### src/rtl/cube_rx.sv
// cube_rx: decodes the cube raster serial line into WORD_BITS-wide words.
// Pulse-width bit decode, latch-gap frame detection, valid/ready output.
// Ports:
//   clk, reset        single clock, async active-high reset
//   sin               raw serial line (asynchronous to clk)
//   data, data_valid  last completed word / unconsumed-word flag
//   data_ready        consumer accept (handshake when valid & ready)
//   frame_done        1-cycle pulse at each frame boundary
//   word_count        words in last completed frame (saturates at 1023)
//   err               1-cycle pulse: glitch, stuck-high, partial word, drop
//   overflow          sticky: a word was dropped
module cube_rx #(
    parameter int WORD_BITS    = 24,
    parameter int GLITCH_MAX   = 8,
    parameter int T1_MIN       = 40,
    parameter int HIGH_MAX     = 120,
    parameter int LATCH_CYCLES = 2500
) (
    input  logic                 clk,
    input  logic                 reset,
    input  logic                 sin,
    input  logic                 data_ready,
    output logic [WORD_BITS-1:0] data,
    output logic                 data_valid,
    output logic                 frame_done,
    output logic [9:0]           word_count,
    output logic                 err,
    output logic                 overflow
);

    localparam int LW = $clog2(LATCH_CYCLES + 1);
    localparam int BW = $clog2(WORD_BITS + 1);

    localparam logic [1:0] ST_SYNC = 2'd0;
    localparam logic [1:0] ST_IDLE = 2'd1;
    localparam logic [1:0] ST_HIGH = 2'd2;
    localparam logic [1:0] ST_LOW  = 2'd3;

    localparam logic [LW-1:0] LATCH_LAST = LW'(LATCH_CYCLES - 1);
    localparam logic [LW-1:0] LOW_SAT    = {LW{1'b1}};
    localparam logic [BW-1:0] BIT_LAST   = BW'(WORD_BITS - 1);

    // s1/s2 synchronize; s3 is the previous synchronized value for edges
    logic s1_q, s2_q, s3_q;
    logic rise, fall;

    logic [1:0]           state_q, state_d;
    logic [7:0]           high_cnt_q, high_cnt_d;
    logic [LW-1:0]        low_cnt_q, low_cnt_d;
    logic [BW-1:0]        bit_cnt_q, bit_cnt_d;
    logic [WORD_BITS-1:0] shreg_q, shreg_d;
    logic [9:0]           frame_cnt_q, frame_cnt_d;
    logic                 done_q, done_d;
    logic [WORD_BITS-1:0] data_q, data_d;
    logic                 dv_q, dv_d;
    logic                 fd_q, fd_d;
    logic [9:0]           wc_q, wc_d;
    logic                 err_q, err_d;
    logic                 ovf_q, ovf_d;
    logic                 err_fsm, err_ovf;

    assign rise = s2_q & ~s3_q;
    assign fall = ~s2_q & s3_q;

    always_comb begin
        state_d     = state_q;
        high_cnt_d  = high_cnt_q;
        low_cnt_d   = low_cnt_q;
        bit_cnt_d   = bit_cnt_q;
        shreg_d     = shreg_q;
        frame_cnt_d = frame_cnt_q;
        done_d      = 1'b0;
        fd_d        = 1'b0;
        wc_d        = wc_q;
        err_fsm     = 1'b0;

        unique case (state_q)
            ST_SYNC: begin
                bit_cnt_d = '0;
                if (s2_q) begin
                    low_cnt_d = '0;
                end else if (low_cnt_q == LATCH_LAST) begin
                    low_cnt_d = '0;
                    state_d   = ST_IDLE;
                end else begin
                    low_cnt_d = low_cnt_q + 1'b1;
                end
            end
            ST_IDLE: begin
                if (rise) begin
                    state_d     = ST_HIGH;
                    high_cnt_d  = 8'd1;
                    bit_cnt_d   = '0;
                    frame_cnt_d = '0;
                end
            end
            ST_HIGH: begin
                if (fall) begin
                    state_d   = ST_LOW;
                    low_cnt_d = LW'(1);
                    if (high_cnt_q <= 8'(GLITCH_MAX)) begin
                        err_fsm = 1'b1;
                    end else begin
                        shreg_d = {shreg_q[WORD_BITS-2:0],
                                   high_cnt_q >= 8'(T1_MIN)};
                        if (bit_cnt_q == BIT_LAST) begin
                            bit_cnt_d = '0;
                            done_d    = 1'b1;
                            if (frame_cnt_q != 10'h3FF)
                                frame_cnt_d = frame_cnt_q + 10'd1;
                        end else begin
                            bit_cnt_d = bit_cnt_q + 1'b1;
                        end
                    end
                end else if (high_cnt_q >= 8'(HIGH_MAX)) begin
                    // this cycle is pulse cycle HIGH_MAX+1: stuck line
                    err_fsm   = 1'b1;
                    state_d   = ST_SYNC;
                    bit_cnt_d = '0;
                    low_cnt_d = '0;
                end else if (high_cnt_q != 8'hFF) begin
                    high_cnt_d = high_cnt_q + 8'd1;
                end
            end
            ST_LOW: begin
                if (rise) begin
                    state_d    = ST_HIGH;
                    high_cnt_d = 8'd1;
                end else if (low_cnt_q == LATCH_LAST) begin
                    fd_d      = 1'b1;
                    wc_d      = frame_cnt_q;
                    err_fsm   = (bit_cnt_q != '0);
                    bit_cnt_d = '0;
                    low_cnt_d = '0;
                    state_d   = ST_IDLE;
                end else if (low_cnt_q != LOW_SAT) begin
                    low_cnt_d = low_cnt_q + 1'b1;
                end
            end
            default: begin
                state_d = ST_SYNC;
            end
        endcase
    end

    // Output word buffer: a completed word is offered one cycle after
    // completion; it is dropped if the previous one is still held.
    always_comb begin
        data_d  = data_q;
        dv_d    = dv_q;
        ovf_d   = ovf_q;
        err_ovf = 1'b0;
        if (done_q) begin
            if (dv_q && !data_ready) begin
                err_ovf = 1'b1;
                ovf_d   = 1'b1;
            end else begin
                data_d = shreg_q;
                dv_d   = 1'b1;
            end
        end else if (dv_q && data_ready) begin
            dv_d = 1'b0;
        end
        err_d = err_fsm | err_ovf;
    end

    always_ff @(posedge clk or posedge reset) begin
        if (reset) begin
            s1_q        <= 1'b0;
            s2_q        <= 1'b0;
            s3_q        <= 1'b0;
            state_q     <= ST_SYNC;
            high_cnt_q  <= '0;
            low_cnt_q   <= '0;
            bit_cnt_q   <= '0;
            shreg_q     <= '0;
            frame_cnt_q <= '0;
            done_q      <= 1'b0;
            data_q      <= '0;
            dv_q        <= 1'b0;
            fd_q        <= 1'b0;
            wc_q        <= '0;
            err_q       <= 1'b0;
            ovf_q       <= 1'b0;
        end else begin
            s1_q        <= sin;
            s2_q        <= s1_q;
            s3_q        <= s2_q;
            state_q     <= state_d;
            high_cnt_q  <= high_cnt_d;
            low_cnt_q   <= low_cnt_d;
            bit_cnt_q   <= bit_cnt_d;
            shreg_q     <= shreg_d;
            frame_cnt_q <= frame_cnt_d;
            done_q      <= done_d;
            data_q      <= data_d;
            dv_q        <= dv_d;
            fd_q        <= fd_d;
            wc_q        <= wc_d;
            err_q       <= err_d;
            ovf_q       <= ovf_d;
        end
    end

    assign data       = data_q;
    assign data_valid = dv_q;
    assign frame_done = fd_q;
    assign word_count = wc_q;
    assign err        = err_q;
    assign overflow   = ovf_q;

endmodule

### config.mk
export PLATFORM = sky130hd
export DESIGN_NAME = cube_rx
export DESIGN_NICKNAME = d
export VERILOG_FILES = /design/src/rtl/cube_rx.sv
export SDC_FILE = /design/constraint.sdc
export NUM_CORES = 1
export LEC_CHECK = 0
export CORE_UTILIZATION = 55
export DETAILED_ROUTE_END_ITERATION = 12
export MAX_ROUTING_LAYER = met4
export PLACE_DENSITY = 0.77
export SLEW_MARGIN = 20
export SYNTH_ARGS = -nofsm -noshare
export SYNTH_HDL_FRONTEND = slang
export SYNTH_SLANG_ARGS = --single-unit
### constraint.sdc
create_clock -name clk -period 5.6 [get_ports clk]
set_input_delay 1.12 -clock clk [delete_from_list [all_inputs] [get_ports clk]]
set_output_delay 1.12 -clock clk [all_outputs]
set_load 0.01 [all_outputs]
* Yosys cells after proc, flatten, opt, wreduce, memory -nomap -nowiden *
Index checks and enable logic that the tools add are counted.
Widths: inputs -> output; s select.

operators by class
  $lt $le $gt $ge = 3
  bitwise gates (word level) = 8
  reductions and logical operators = 20
  equal/unequal tests = 24
  multiplexer cells = 52
  $add $sub $neg = 4

operators by type and width
  operator               number
  $mux 12                7
  $mux 10                5
  $pmux 12 s3            1
  $mux 5                 7
  $mux 8                 4
  $ne 2x2->1 const B     12
  $pmux 10 s2            1
  $pmux 5 s4             1
  $mux 1                 17
  $pmux 8 s2             1
  $add 12x1->12 const B  1
  $eq 12x12->1 const B   1
  $mux 2                 6
  $ne 12x12->1 const B   1
  $add 10x1->10 const B  1
  $ne 10x10->1 const B   1
  $reduce_and 5->1       2
  $ne 3x3->1 const B     3
  $reduce_and 3->1       3
  $add 8x1->8 const B    1
  $ge 8x6->1 const B     1
  $ge 8x7->1 const B     1
  $le 8x4->1 const B     1
  $ne 8x8->1 const B     1
  other kinds (20)       31

storage, ports and cells
  logic and storage cells = 127
  input port bits = 4
  flip-flop bits (word level) = 103

* Depth between registers and ports, before layout *
Gate-level depths: netlist of run 1.

  depth in word-level cells = 6
  mapped depth = 8

* Least setup slack after synthesis of run 1 *
OpenSTA, ideal clock, no wires.

  path kind = input to register
  start point = input port data_ready
  end point = register data_q[10], in the netlist data[10]
  library setup time = 0.125 ns
  arrival time = 2.135 ns
  path buffers = 1
  required time = 5.475 ns
  slack = 3.340 ns
  stages on the path = 4
  cell sequence = nand2b_1 nand2_1 clkbuf_1 mux2_2

between the ends
  cells in the longest elaborated chain, start to end = 4

RTL lines
  item                        line  RTL
  from (decl)                 22    input logic data_ready,
  $logic_not 1->1             154   if (dv_q && !data_ready) begin
  $logic_and 1x1->1           154
  $not 1->1 (no line)         n/a
  $reduce_and 2->1 (no line)  n/a
  to (signal assigned)        196   data_q <= data_d;
  to (decl)                   54    logic [WORD_BITS-1:0] data_q, data_d;

No other way between the ends.
A chain may end at the register's enable or synchronous reset.

* Worst setup path in the final report of run 1 *
  start point = register state_q[1]
  end point = register frame_cnt_q[3]

between the ends
  cells in the longest elaborated chain, start to end = 3
  elaborated cells on any way between the ends = 10
  classes of those cells = eq/ne: 7; mux: 1; reduce/logical: 2

RTL lines
  item                                                       line  RTL
  from (decl)                                                47    logic [1:0] state_q, state_d;
  from (signal assigned)                                     189   state_q <= state_d;
  $eq 2x2->1 or $eq 2x1->1 (tied branches)                   77    unique case (state_q)
  $ne 2x2->1 (no line) or $reduce_bool 2->1 (tied branches)  n/a
  $reduce_and 6->1 (no line)                                 n/a
  to (signal assigned)                                       194   frame_cnt_q <= frame_cnt_d;
  to (decl)                                                  52    logic [9:0] frame_cnt_q, frame_cnt_d;

Several ways; a longest one is shown, not always the timed one.

==> results of run 1 <==
## stage by stage
step / instance area (um2) / total power (uW)
after floorplan: 4654 / 784.6
after global placement: 5135 / 793.8
after detailed placement: 5135 / 794.7
after CTS: 5318 / 1221
after global routing: 5318 / 1248
final: 5318 / 1205
## worst max path at each step
stage | from | endpoint | slack [ns]
floorplan | reset | bit_cnt_q[0] | 1.78
global placement | data_ready | data[23] | 2.64
detailed placement | data_ready | data[7] | 2.58
CTS | state_q[1] | frame_cnt_q[3] | 2.88
global route | state_q[1] | frame_cnt_q[4] | 2.63
finish | state_q[1] | frame_cnt_q[3] | 2.84
## critical path, stage by stage, from the launching register on
cell,delay (ns)
dfrtp_1,0.57
nor2b_1,0.65
nand2_4,0.14
o32a_1,0.54
or2_1,0.43
a211o_1,0.33
## layout by cell type (no fill, tap or decap), types with 3 or more instances in the layout
cell	instances
clkdlybuf4s50_1	41
nor3_1	10
o31ai_1	10
clkbuf_8	9
clkinv_4	3
nor2b_1	3
nor4_1	4
nand4_1	9
o21ai_0	20
a211o_1	4
o41ai_2	3
nand2_1	18
and3_1	8
nor2_1	21
nand3_1	14
dfrtp_1	103
xor2_1	3
a21oi_1	8
nand2b_1	9
a31oi_1	3
a22o_1	4
mux2_2	57
o22a_1	3
inv_1	10
ha_1	6
## final cells by class
cell class / instances / area, um2 / share of cell area
clock buffer: 9 / 123.9 / 0.02329
multi-input combinational: 260 / 1953 / 0.3673
clock inverter: 6 / 58.81 / 0.01106
timing repair buffer: 43 / 425.4 / 0.08000
inverter: 12 / 47.55 / 0.008941
sequential: 103 / 2577 / 0.4847
tap: 105 / 131.4 / 0.02471
## cell usage after synthesis (all sizes together), types with 6 or more instances
library cell,n,area share
buf,12,0.014
dfrtp,103,0.55
a21oi,8,0.0086
nor3,10,0.011
nand3,14,0.015
ha,6,0.016
nand2b,9,0.012
nor2,23,0.020
o21ai,20,0.022
inv,12,0.0097
o31ai,10,0.016
and3,8,0.011
nand2,19,0.017
mux2,57,0.14
nand4,9,0.012
## metal layers
| metal | up-vias | GRT usage |
|---|---|---|
| met3 | 12 | 0.04126 |
| met1 | 1584 | 0.2907 |
| li1 | 1512 | - |
| met4 | 0 | 0.05641 |
| met5 | - | - |
| met2 | 62 | 0.3412 |
## logic make-up after synthesis
logic type	count (synthesis)
buffers and inverters	28
adders and majority gates	6
xor gates and xnor gates	4
DFF	103
muxes	58
and+or+nand+nor	120
AOI/OAI and AO/OA	72
## power groups by stage
stage	Sequential (uW)	Clock (uW)	Combinational, uW
2_1_floorplan	763	0	21.2
3_3_place_gp	764	0	29.7
3_5_place_dp	764	0	30.2
4_1_cts	750	440	30.3
5_1_grt	751	463	34.2
6_report	750	426	29.1
## state kept, by name, summed over array words and instances (netlist names)
signal / count
high_cnt_q: 8
data_valid: 1
err: 1
word_count: 10
frame_done: 1
s3_q: 1
low_cnt_q: 12
state_q: 2
s2_q: 1
overflow: 1
frame_cnt_q: 10
shreg_q: 24
bit_cnt_q: 5
done_q: 1
data: 24
s1_q: 1
==> impl_metrics.yaml, run 1 <==
synth:
  syn_area_mm2: 0.004654
  synth_top_family_by_area: "simple AND/OR/NAND/NOR gates"
  yosys_most_used_dff: "dfrtp_1"
  synthAdderAreaFrac: 0.01613
  synth_nets: 401
  synth_simple_gate_area_share: 0.1433
  yosys_warnings: 0
  synthCells: 391
  avgSynthCellArea_um2: 11.90
  ys_seq_area_frac: 0.5538
  yosys-mux-area-fraction: 0.1401
  synth_compound_area_frac: 0.1121
  ys_ff_latch: 103
  synth_cell_types: 60
  async_flop_share: 1.000
  post_synth_xor_area_fraction: 0.007527
  synth_edf_count: 0
worst_setup_path:
  crit_type: "reg2reg"
  required_ns: 5.85
  cp-end-kind: "flip-flop"
  worstRegToRegCells: 5
  regToRegEndpoint: "frame_cnt_q[3]"
  cp.arrival_ns: 3.01
  regToRegSetupSlack_ns: 2.84
  r2r_start: "state_q[1]"
  crit_path_max_fanout: 13
  startpoint_type: "flip-flop"
route:
  vias: 3170
  vias_per_cell: 5.892
  drc: 0
  wl_per_cell_um: 15.82
  drt_wl_total_um: 8513
  drtPass1Iterations: 5
  wl_met2_um: 4170
  drtIter0Drc: 162
  ant_nets: 0
  highest-signal-layer: "met4"
  wl_met1_um: 3950
  wl_met3_um: 289
timing:
  final_max_slew_viol_count: 0
  post-route-period-util: 0.4933
  fin_ws_ns: 2.838
  tightest_slew_ns: 0.9738
  final.setup.tns_ns: 0
  fin_crit_ns: 2.762
  finalClockSkew_ns: 0.006309
  hold_viol_final: 0
  setup_violations: 0
  fmax_mhz: 362.0
  rsz0062_at_grt: "false"
  fin_hold_ws_ns: 0.3616
  relSlewSlack: 0.3492
clock_network:
  htreeDepth: 3
  cts_buffers: 9
  clk_pin_slew_ns: 0.10
  clock_path_buffers: 2
  post-cts-setup-buffers: 0
  cts_sinks: 103
  ctsResizeCount: 0
  cts_tree: "yes"
  hold_buffers: 0
  clock_latency_ns: 0.36
  cts-root-buf: "clkbuf_8"
floorplan:
  rows: 33
  core_area_mm2: 0.008217
  die_area_mm2: 0.008834
  start_util: 0.5665
  die-width_um: 93.99
  ios: 42
  die_h_um: 93.99
layout:
  drive_gt1_frac: 0.1963
  synthToLayoutAreaGrowth_pct: 14.25
  fillerInstances: 651
  final_util: 0.6472
  final_nets: 439
  instances_no_fill: 538
  diodes: 0
pwr:
  intPower_uw: 920.6
  switchingPower_uw: 284.5
  ir_worst_vdd_uv: 204.5
  switching_share: 0.2360
  p_per_area_mw_per_mm2: 226.6
  p_seq_frac: 0.622
  pwr-share-clk: 0.354
  pwr-share-comb: 0.024
  p_leak_uw: 0.002502
grt:
  grt_overflow: 0
  grt_max_degree: 74
  grt_usage: 0.2165
  grt_antenna_before_repair: 0
  grt_first_pass_wirelength_um: 14610
  grt_pass1_vias: 3091
worst_hold_path:
  hold_depth: 0
  min_path_type: "reg2reg"
  hp-start: "s1_q"
  min_to: "s2_q"
placed_design:
  gp_congestion: 0.8673
  dp.cells: 523
  place_worst_setup_slack_ns: 2.582
  dp_hpwl_um: 5851
  portBuffers: 41
outcome:
  outcome: "finished, final reports clean"
flow_run:
  maxCapViolCount: 0
(Power assumes the default switching activity.)
==> run 2: changes to the inputs <==
--- a/config.mk
+++ b/config.mk
@@ -5,10 +5,10 @@
 export SDC_FILE = /design/constraint.sdc
 export NUM_CORES = 1
 export LEC_CHECK = 0
-export CORE_UTILIZATION = 55
+export CORE_UTILIZATION = 52
 export DETAILED_ROUTE_END_ITERATION = 12
 export MAX_ROUTING_LAYER = met4
-export PLACE_DENSITY = 0.77
+export PLACE_DENSITY = 0.76
 export SLEW_MARGIN = 20
 export SYNTH_ARGS = -nofsm -noshare
 export SYNTH_HDL_FRONTEND = slang
==> constraint.sdc (replaced) <==
create_clock -name clk -period 2.4 [get_ports clk]
set_input_delay 0.48 -clock clk [delete_from_list [all_inputs] [get_ports clk]]
set_output_delay 0.48 -clock clk [all_outputs]
set_load 0.01 [all_outputs]
==> run 2 against run 1 <==
Highest routed layer unchanged. Critical path type unchanged. Sequential share of layout area shrank 0.69 points. Wire length shrank 1.1%. Global-route usage shrank 2.1 points. Largest cell class unchanged.
==> impl_metrics.yaml, run 2 (same netlist as run 1, synthesis figures left out) <==
outcome:
  outcome: "finished, final reports clean"
worst_setup_path:
  cp_cell_sequence: "inv_1, ha_1, nor2b_1, o21a_1, o32a_1, or2_1, a211o_1"
  r2r_start: "high_cnt_q[0]"
  crit_type: "reg2reg"
  worstRegToRegCells: 7
  critical-path-slowest-cell: "dfrtp_1"
  cp.arrival_ns: 2.43
  crit_path_max_fanout: 8
  regToRegEndpoint: "frame_cnt_q[4]"
  startpoint_type: "flip-flop"
  cp-end-kind: "flip-flop"
  regToRegSetupSlack_ns: 0.23
  max_stage_delay_ns: 0.42
  required_ns: 2.66
grt:
  grt_pass1_vias: 3074
  grt_antenna_before_repair: 0
  grt_overflow: 0
  grt_max_degree: 104
  grt_first_pass_wirelength_um: 14530
  grt_usage: 0.1954
route:
  drtIter0Drc: 176
  wl_per_cell_um: 15.37
  vias: 3252
  drtPass1Iterations: 4
  ant_nets: 0
  vias_per_cell: 5.934
  drc: 0
  drt_wl_total_um: 8422
worst_hold_path:
  min_path_type: "reg2reg"
  min_to: "s2_q"
  hp-start: "s1_q"
  hold_depth: 0
clock_network:
  cts_tree: "yes"
  cts_sinks: 103
  clock_path_buffers: 2
  htreeDepth: 3
  cts-root-buf: "clkbuf_8"
  cts_buffers: 9
  clk_pin_slew_ns: 0.10
  clock_latency_ns: 0.36
  hold_buffers: 0
  post-cts-setup-buffers: 0
  ctsResizeCount: 0
timing:
  post-route-period-util: 0.9051
  final_max_slew_viol_count: 0
  final.setup.tns_ns: 0
  relSlewSlack: 0.6237
  fin_crit_ns: 2.172
  tightest_slew_ns: 0.5645
  setup_violations: 0
  rsz0062_at_grt: "false"
  hold_viol_final: 0
  fmax_mhz: 460.4
  fin_hold_ws_ns: 0.3634
  finalClockSkew_ns: 0.009385
floorplan:
  ios: 42
  die_area_mm2: 0.009333
  rows: 34
  die-width_um: 96.61
  start_util: 0.5363
  core_area_mm2: 0.008678
  die_h_um: 96.61
layout:
  final_nets: 446
  layout_common_cells: "103 x dfrtp_1, 57 x mux2_2, 41 x clkdlybuf4s50_1"
  final_util: 0.6215
  final_common_cell: "dfrtp_1"
  drive_gt1_frac: 0.2091
  synthToLayoutAreaGrowth_pct: 15.89
  seqCellArea_mm2: 0.002577
  instances_no_fill: 548
  fillerInstances: 675
  diodes: 0
  multi_input_area_mm2: 0.001953
pwr:
  power_uw: 2816
  p_per_area_mw_per_mm2: 522.2
  p_leak_uw: 0.002533
  ir_worst_vdd_uv: 368.2
placed_design:
  gp_congestion: 0.8776
  dp_hpwl_um: 5805
  dp.cells: 533
  portBuffers: 41
flow_run:
  maxCapViolCount: 0
-- run 2: cell count changes in the layout (fill, tap and decap cells not counted), sizes merged --
| cell | delta |
|---|---|
| buf | +7 |
| clkinvlp | +2 |
| inv | +1 |
| clkinv | -3 |
-- run 2: critical path: cells and delay by family, from the launching register on --
family | cells | cell delay, ns
compound gates | 3 | 0.90
simple gates | 2 | 0.49
flops | 1 | 0.42
fa+ha+maj | 1 | 0.18
buf+inv | 1 | 0.07
-- run 2: layout make-up --
cell class                 count  share of cell area
inverter                      12            0.009047
sequential                   103              0.4778
clock buffer                   9             0.02296
clock inverter                 6            0.009743
timing repair buffer          50             0.09325
multi-input combinational    260              0.3621
tap                          108             0.02505
-- run 2: where the power goes --
part           internal (uW)  total [uW]  switching (uW)
Combinational           21.9        72.7            50.7
Sequential              1740        1750            8.94
Clock                    388         994             607
Total                   2150        2820             666
-- run 2: how the worst max path moves through the flow --
stage              startpoint              to  slack, ns  cells after the start
2_1_floorplan   high_cnt_q[0]  frame_cnt_q[3]       0.37                      8
3_3_place_gp    high_cnt_q[0]  frame_cnt_q[3]       0.29                      7
5_1_grt        frame_cnt_q[0]  frame_cnt_q[1]       0.13                      6
6_report        high_cnt_q[0]  frame_cnt_q[4]       0.23                      7
3_5_place_dp    high_cnt_q[0]  frame_cnt_q[3]       0.24                      7
4_1_cts         high_cnt_q[0]  frame_cnt_q[3]       0.24                      7
-- run 2: layer usage --
metal	global-route usage	share of wire	routed length, um
met3	0.04913	0.042	352
met4	0.05855	0.0099	83
met1	0.2653	0.46	3889
met2	0.2925	0.49	4097
met5	-	0	0
-- run 2: stage by stage --
step                worst slack, ns  area (um2)
floorplan                    0.3746        4658
global placement             0.2940        5218
detailed placement           0.2430        5218
CTS                          0.2382        5394
global route                 0.1320        5394
finish                       0.2279        5394
==> run 3: changes to the inputs <==
--- a/config.mk
+++ b/config.mk
@@ -5,10 +5,12 @@
 export SDC_FILE = /design/constraint.sdc
 export NUM_CORES = 1
 export LEC_CHECK = 0
-export CORE_UTILIZATION = 52
+export CORE_MARGIN = 5
+export CORE_UTILIZATION = 54
+export CTS_BUF_LIST = sky130_fd_sc_hd__clkbuf_2 sky130_fd_sc_hd__clkbuf_4 sky130_fd_sc_hd__clkbuf_8
 export DETAILED_ROUTE_END_ITERATION = 12
 export MAX_ROUTING_LAYER = met4
-export PLACE_DENSITY = 0.76
+export PLACE_DENSITY = 0.79
 export SLEW_MARGIN = 20
 export SYNTH_ARGS = -nofsm -noshare
 export SYNTH_HDL_FRONTEND = slang
==> run 3 against run 2 <==
Combinational power decreased by 0.7%. Maximum frequency decreased by 1.6%. Sequential cell count unchanged. Non-clock buffer count increased by 2. Final cell count unchanged. Clock power increased by 11%. Worst hold slack got worse by 0.0046 ns. Clock skew increased by 0.0088 ns. Cell area increased by 0.84%. Count of clock-buffer cells in the layout unchanged. Critical path type unchanged. Critical endpoint unchanged.
==> impl_metrics.yaml, run 3 (same netlist as run 1, synthesis figures left out) <==
outcome:
  outcome: "finished, final reports clean"
layout:
  fillerInstances: 633
  final_nets: 448
  postLayoutCellArea_mm2: 0.005439
  final_common_cell: "dfrtp_1"
  drive_gt1_frac: 0.2144
  instances_no_fill: 548
  layout_common_cells: "103 x dfrtp_1, 57 x mux2_2, 41 x clkdlybuf4s50_1"
  synthToLayoutAreaGrowth_pct: 16.85
  diodes: 0
grt:
  grt_overflow: 0
  grt_max_degree: 104
  grt_antenna_before_repair: 0
  grt_usage: 0.1906
  grt_first_pass_wirelength_um: 15410
  grt_pass1_vias: 3191
clock_network:
  post-cts-setup-buffers: 0
  htreeDepth: 3
  hold_buffers: 0
  ctsResizeCount: 0
  cts-root-buf: "clkbuf_8"
  cts_sinks: 103
  cts_tree: "yes"
  clock_latency_ns: 0.38
  clock_path_buffers: 2
  cts_buffers: 9
  clk_pin_slew_ns: 0.11
floorplan:
  core_area_mm2: 0.008299
  die-width_um: 102.8
  die_area_mm2: 0.01058
  die_h_um: 102.8
  ios: 42
  start_util: 0.5608
  rows: 33
timing:
  finalClockSkew_ns: 0.01821
  relSlewSlack: 0.6413
  final_max_slew_viol_count: 0
  tightest_slew_ns: 0.5380
  fin_crit_ns: 2.207
  fin_hold_ws_ns: 0.3588
  fmax_mhz: 453.2
  setup_violations: 0
  final.setup.tns_ns: 0
  rsz0062_at_grt: "false"
  hold_viol_final: 0
  post-route-period-util: 0.9194
placed_design:
  dp_hpwl_um: 5912
  placed_cell_area_mm2: 0.005229
  dp.cells: 532
  portBuffers: 41
  gp_congestion: 0.8560
route:
  drt_wl_total_um: 8678
  vias: 3218
  drc: 0
  drtIter0Drc: 158
  wl_per_cell_um: 15.84
  drtPass1Iterations: 4
  vias_per_cell: 5.872
  ant_nets: 0
worst_hold_path:
  min_to: "s2_q"
  hold_depth: 0
  hp-start: "s1_q"
  min_path_type: "reg2reg"
worst_setup_path:
  regToRegSetupSlack_ns: 0.19
  startpoint_type: "flip-flop"
  cp.arrival_ns: 2.47
  r2r_start: "high_cnt_q[0]"
  crit_path_max_fanout: 8
  worstRegToRegCells: 7
  required_ns: 2.66
  crit_type: "reg2reg"
  regToRegEndpoint: "frame_cnt_q[4]"
  cp-end-kind: "flip-flop"
pwr:
  p_leak_uw: 0.002562
  p_per_area_mw_per_mm2: 536.8
  ir_worst_vdd_uv: 402.7
flow_run:
  maxCapViolCount: 0
[run 3: worst max-delay path by stage]
stage	startpoint	to	slack (ns)	cells after the start
after detailed placement	high_cnt_q[0]	frame_cnt_q[4]	0.23	7
after global routing	high_cnt_q[0]	frame_cnt_q[4]	0.05	7
after global placement	high_cnt_q[0]	frame_cnt_q[3]	0.30	7
after CTS	high_cnt_q[0]	frame_cnt_q[4]	0.19	7
after floorplan	high_cnt_q[0]	frame_cnt_q[3]	0.37	8
final	high_cnt_q[0]	frame_cnt_q[4]	0.19	7
[run 3: worst max-delay path, stage by stage (launching register included)]
cell and delay (ns):
dfrtp_1 0.43, inv_1 0.07, ha_1 0.19, nor2b_1 0.13
o21a_1 0.22, o32a_1 0.35, or2_1 0.36, a211o_1 0.34
[run 3: power breakdown]
| part | internal, uW | switching, uW | total [uW] | leakage (uW) |
|---|---|---|---|---|
| clock network | 420 | 678 | 1100 | 0.000105 |
| registers | 1740 | 8.58 | 1750 | 0.00143 |
| logic | 22.0 | 50.2 | 72.2 | 0.00103 |
| total | 2180 | 737 | 2920 | 0.00256 |
[run 3: cell type report]
class	count	area, um2	area share
Inverter	12	48.80	0.008972
Clock inverter	7	86.33	0.01587
Tap cell	105	131.4	0.02415
Timing Repair Buffer	52	518.0	0.09524
Sequential cell	103	2577	0.4739
Multi-Input combinational cell	260	1953	0.3591
Clock buffer	9	123.9	0.02277
[run 3: routing by layer]
metal	up-vias	GRT usage	wire, um
met5	-	-	0
met4	0	0.06474	186
met3	19	0.03654	426
met2	85	0.2925	4071
met1	1580	0.2569	3994
li1	1534	-	-
[run 3: per-stage QoR]
step | power (uW) | util | setup slack, ns
floorplan | 1831 | - | 0.3746
global placement | 1856 | 0.6300 | 0.2995
detailed placement | 1858 | 0.6300 | 0.2309
CTS | 2961 | 0.6554 | 0.1948
global route | 3048 | 0.6554 | 0.04969
finish | 2919 | 0.6554 | 0.1935
